## src/rtl/alu_logic_issue_rv32i.sv

```systemverilog
// Issue/result stage for RV32I XOR/OR/AND and their immediate forms: selects operand B,
// maps funct3 to a gate code, evaluates and queues {result, tag, illegal} toward writeback.

module alu_logic_gate_unit (
    input  logic [2:0]  gate_sel,
    input  logic [31:0] a,
    input  logic [31:0] b,
    output logic [31:0] y
);
    always_comb begin
        y = '0;
        case (gate_sel)
            3'b000:  y = a ^ b;
            3'b001:  y = a | b;
            3'b010:  y = a & b;
            default: y = '0;
        endcase
    end
endmodule

module alu_logic_issue_rv32i #(
    parameter int TAG_W = 5,
    parameter int DEPTH = 2
) (
    input  logic             clk,
    input  logic             rst,
    input  logic             in_valid,
    output logic             in_ready,
    input  logic [2:0]       in_funct3,
    input  logic             in_use_imm,
    input  logic [31:0]      in_rs1,
    input  logic [31:0]      in_rs2,
    input  logic [11:0]      in_imm,
    input  logic [TAG_W-1:0] in_tag,
    output logic             out_valid,
    input  logic             out_ready,
    output logic [31:0]      out_result,
    output logic [TAG_W-1:0] out_tag,
    output logic             out_illegal,
    output logic [31:0]      op_count
);
    // Handshakes: a transfer happens on a rising edge where valid && ready are both high;
    // valid never depends on ready, and in_ready depends on the fill level only.
    localparam logic [1:0] DEPTH_C = 2'(DEPTH);

    logic [1:0]       count;
    logic             wr_ptr;
    logic             rd_ptr;
    logic [31:0]      mem_result  [2];
    logic [TAG_W-1:0] mem_tag     [2];
    logic             mem_illegal [2];

    logic             push;
    logic             pop;
    logic [2:0]       gate_sel;
    logic             illegal;
    logic [31:0]      op_b;
    logic [31:0]      gate_y;

    assign in_ready  = (count < DEPTH_C);
    assign out_valid = (count != 2'd0);
    assign push      = in_valid && in_ready;
    assign pop       = out_valid && out_ready;
    assign op_b      = in_use_imm ? {{20{in_imm[11]}}, in_imm} : in_rs2;

    always_comb begin
        gate_sel = 3'b011;
        illegal  = 1'b1;
        case (in_funct3)
            3'b100:  begin gate_sel = 3'b000; illegal = 1'b0; end
            3'b110:  begin gate_sel = 3'b001; illegal = 1'b0; end
            3'b111:  begin gate_sel = 3'b010; illegal = 1'b0; end
            default: begin gate_sel = 3'b011; illegal = 1'b1; end
        endcase
    end

    alu_logic_gate_unit u_gate (
        .gate_sel (gate_sel),
        .a        (in_rs1),
        .b        (op_b),
        .y        (gate_y)
    );

    always_ff @(posedge clk) begin
        if (!rst && push) begin
            mem_result[wr_ptr]  <= gate_y;
            mem_tag[wr_ptr]     <= in_tag;
            mem_illegal[wr_ptr] <= illegal;
        end
    end

    // out_* are a registered copy of the head so they hold the last popped entry once empty.
    always_ff @(posedge clk) begin
        if (rst) begin
            count       <= 2'd0;
            wr_ptr      <= 1'b0;
            rd_ptr      <= 1'b0;
            out_result  <= '0;
            out_tag     <= '0;
            out_illegal <= 1'b0;
            op_count    <= '0;
        end else begin
            if (push) begin
                wr_ptr   <= ~wr_ptr;
                op_count <= op_count + 32'd1;
            end
            if (pop) rd_ptr <= ~rd_ptr;
            case ({push, pop})
                2'b10:   count <= count + 2'd1;
                2'b01:   count <= count - 2'd1;
                default: count <= count;
            endcase
            if (pop && count == 2'd2) begin
                out_result  <= mem_result[~rd_ptr];
                out_tag     <= mem_tag[~rd_ptr];
                out_illegal <= mem_illegal[~rd_ptr];
            end else if (push && (count == 2'd0 || pop)) begin
                out_result  <= gate_y;
                out_tag     <= in_tag;
                out_illegal <= illegal;
            end
        end
    end
endmodule

```

## config.mk

```make
export PLATFORM = sky130hd
export DESIGN_NAME = alu_logic_issue_rv32i
export DESIGN_NICKNAME = d
export VERILOG_FILES = /design/src/rtl/alu_logic_issue_rv32i.sv
export SDC_FILE = /design/constraint.sdc
export NUM_CORES = 1
export LEC_CHECK = 0
export ABC_AREA = 1
export ABC_CLOCK_PERIOD_IN_PS = 4300
export CORE_MARGIN = 2
export CORE_UTILIZATION = 32
export CTS_BUF_LIST = sky130_fd_sc_hd__clkbuf_4
export DETAILED_ROUTE_END_ITERATION = 10
export PLACE_DENSITY = 0.62
export SYNTH_ARGS = -nofsm -noshare
export SYNTH_HDL_FRONTEND = slang
export SYNTH_SLANG_ARGS = --single-unit
```

## constraint.sdc

```tcl
create_clock -name clk -period 4.3 [get_ports clk]
set_input_delay 0.86 -clock clk [delete_from_list [all_inputs] [get_ports clk]]
set_output_delay 0.86 -clock clk [all_outputs]
set_load 0.05 [all_outputs]
```

==> impl_results.md <==
- Outcome: complete, no violations
- Total gr overflow: 0
- Post-synthesis xor/xnor area fraction: 0.2080%
- Most used cell, CP: inv_1
- Clock root buffer: clkbuf_4
- CP cell instances: clkdlybuf4s50_1 > nand2_1 > inv_1 > a21oi_1 > ha_1 > inv_1 > nor2_1 > nor3_1 > inv_1
- Critical Path AT: 3190 ps
- CTS tree: built
- Initial Utilization: 32.42%
- Net Count, Synth: around 1200
- DRT Pass-1 Iters: 4
- R2r setup slk: 2210 ps
- Cell type with the highest aggregate area in the netlist: edfxtp_1
- Hold Slack: 484.7 ps
- Post-synthesis cell area: 8423 sq um
- Tcrit/Tclk final: 67.58%
- Reg power frac: 45.4%
- Leading cell types by count after synthesis: 289 x nand2_1, 157 x inv_1, 91 x nor2_1
- Post-CTS Setup Inserts: 0
- Syn_area_per_cell: 7.939 sq um
- Layout cell share with drive strength beyond 1: 7.623%
- Largest family of logic cells by synthesized area: simple AND/OR/NAND/NOR gates
- Hold Path Sink: wr_ptr
- Most common cell in the synthesized netlist: nand2_1
- Setup Crit Path Kind: in -> reg
- Worst EP required: 4580 ps
- R2r startpoint: rd_ptr
- Row cnt: 59
- Detail Route Antenna Nets: 0
- Layout Nets: 1363
- Slew Viols, Final: 0
- Dpl hpwl: ~16000 um
- Vias: 7240
- Number of global-route vias before repair: 6880
- Critical Path Start Type: input pin
- Critical path peak fanout: 21
- Leak Pwr: about 0.0044 uW
- Clock buffer depth: 2
- Fin cells: between 1500 and 2000
- RSZ-0062 raised after global routing: false
- VDD IR-drop max: 0.0001998 V
- CTS sink count: 150
- # H-tree levels: 4
- Clock skew: between 30 and 40 ps
- Post-CTS sizing: 0
- Setup total negative slack: 0 ps
- Slowest CP cell: clkdlybuf4s50_1
- Synth cell types: 37
- P_sw: around 1400 uW
- Top-area cell type share of the netlist area: 27.09%
- Final hold viol count: 0
- Chip height: 166.2 um
- Fmax: 344.1 MHz
- YS warnings: 0
- Hold-fix buffers, CTS: 0
- First-pass GRT wire length: 35830 um
- Crit path buf inv count: 4
- Crit path max-delay family: buffers and inverters
- Critical Path Max Stage Delay: 670 ps
- Via density: 4.653
- Gate power share: 31.0%
- I/O Buffers: between 150 and 200
- Wire length per cell: between 10 and 15 um
- Pwr per Cell Area: 357.4 nW/um^2
- Instance count of the mapped netlist: 1061
- Sw frac: 37.10%
- Internal power: 2379 uW
- Mux share of post-synthesis cell area: 0%
- Synth top area cells: edfxtp_1 27%, dfxtp_1 18%, nand2_1 13%
- EDFF count, synth: 76
- Initial antenna violation count: 1
- Synthesized flop and latch total: 150
- Slew headroom: 41.60%
- Final min period: 2906 ps
- Synth Flop Type: edfxtp_1
- TritonCTS buffer count: 17
- Synth Area in Adders: 9.804%
- Cells after DPL: 1524
- Final wirelength: 22140 um
- Largest net degree at the start of global routing: 48
- MaxCap Viol Count: 0
- Hold Path Depth: 2
- Part of the power in the clock network: 23.6%
- Crit end category: register
- Core Area: 25980 sq um
- HP Start: wr_ptr
- Gp weighted congestion: 0.8619
- Cells on worst reg2reg path: 7
- All-Layer GR Usage: 16.16%
- Compound-Gate Fraction of Synth Area: 12.23%
- Simple-Gate Fraction of Synth Area: 22.88%
- Iteration-0 DRC Markers: 516
- Worst skew pair latency: 560 ps
- Die ar.: 27640 sq um
- Reg2reg end: out_result[23]
- Post-route DRC: 0
- Hold WC Path Type: reg -> reg
- Ports: 161
- Final count of negative-setup-slack endpoints: 0
- Reg clk slew, reported paths: 120 ps
- Sequential share of the synthesized area: about 45%
- Tightest Pin Transition: 875.0 ps
- Ys async rst share: 0%
- Chip width: 166.2 um
- Area growth from synthesis to layout: 25.62%
-- per-stage QoR --
| step | total power (uW) | setup slack (ps) | utilization (%) | area (sq um) |
|---|---|---|---|---|
| after global placement | 2928 | 887.4 | 39.63 | 10300 |
| after CTS | 3828 | 1397 | 40.71 | 10580 |
| final | 3782 | 1394 | 40.72 | 10580 |
| after floorplan | 2513 | 981.5 | - | 8428 |
| after global routing | 4001 | 1198 | 40.72 | 10580 |
| after detailed placement | 2940 | 817.4 | 39.63 | 10300 |
-- flip-flops by register name (all words and copies together), names as in the netlist --
signal       flops
mem_result      64
op_count        32
out_result      32
mem_tag         10
out_tag          5
count            2
mem_illegal      2
out_illegal      1
rd_ptr           1
wr_ptr           1
-- power by group through the flow --
stage | Clock, uW | Sequential, uW | Combinational [uW]
2_1_floorplan | 0 | 1980 | 533
3_3_place_gp | 0 | 1750 | 1180
3_5_place_dp | 0 | 1750 | 1190
4_1_cts | 917 | 1720 | 1190
5_1_grt | 983 | 1730 | 1290
6_report | 892 | 1720 | 1170
-- per-layer routing --
metal | global-route usage [%] | up-vias | wire length (um) | share of wire [%]
met2 | 26.45 | 198 | 10120 | 46
met4 | 4.535 | 0 | 263 | 1.2
met1 | 21.71 | 3301 | 10530 | 48
li1 | - | 3718 | - | -
met5 | 0 | - | 0 | 0
met3 | 3.384 | 23 | 1219 | 5.5
-- layout make-up --
type / count / area (sq um)
fillers: 2675 / 15400
well taps: 335 / 419.2
multi-input cells: 704 / 3819
clock inverters: 13 / 145.1
flip-flops and latches: 150 / 3764
diodes: 1 / 2.502
repair buffers: 171 / 1679
clock buffers: 18 / 135.1
inverters: 164 / 618.1
-- worst register-to-register path: stages, from the launching register on --
cell and delay (ps):
dfxtp_1 320, buf_4 280, inv_1 640, buf_4 390, nand2_1 90, nand2_1 60
nand2_1 60, a31oi_1 190
-- cell usage in the layout, fill, tap and decap left out, types with 2 or more instances in the layout --
master,netlist,final
nand2_1,289,289
clkdlybuf4s50_1,0,159
inv_1,157,157
nor2_1,91,90
edfxtp_1,76,76
dfxtp_1,74,74
ha_1,66,66
a21oi_1,61,61
o21ai_0,36,36
a31oi_1,35,35
nor3_1,23,22
clkbuf_4,0,18
o21ai_1,15,15
or2_2,15,15
nand3_1,15,15
o211ai_1,14,14
buf_4,5,11
nor2_2,9,9
nand4_1,8,8
o211ai_2,7,7
inv_2,6,6
inv_6,0,5
nand3_2,4,4
nor2_4,2,3
clkinvlp_4,0,3
o21bai_1,2,2
xor2_1,2,2
a221oi_1,2,2
bufinv_16,0,2
clkinv_2,0,2
-- kinds of logic (layout without fill, tap and decap cells) --
logic type / after synthesis / in the layout
adder cells (fa/ha/maj): 66 / 66
AND/OR/NAND/NOR: 462 / 462
XOR/XNOR: 2 / 2
other: 0 / 1
flip-flops: 150 / 150
AO/OA/AOI/OAI: 174 / 174
buffers and inverters: 207 / 366
-- worst max path at each step --
stage	from	end	slack, ps	cells past startpoint
floorplan	rst	mem_illegal[0]	980	3
global placement	in_use_imm	mem_result[0][22]	890	9
detailed placement	in_use_imm	mem_result[1][22]	820	9
CTS	count[1]	out_valid	1400	3
global route	in_use_imm	mem_result[1][2]	1200	9
finish	in_use_imm	mem_result[0][22]	1390	9
Power figures use the tool's default switching activity.
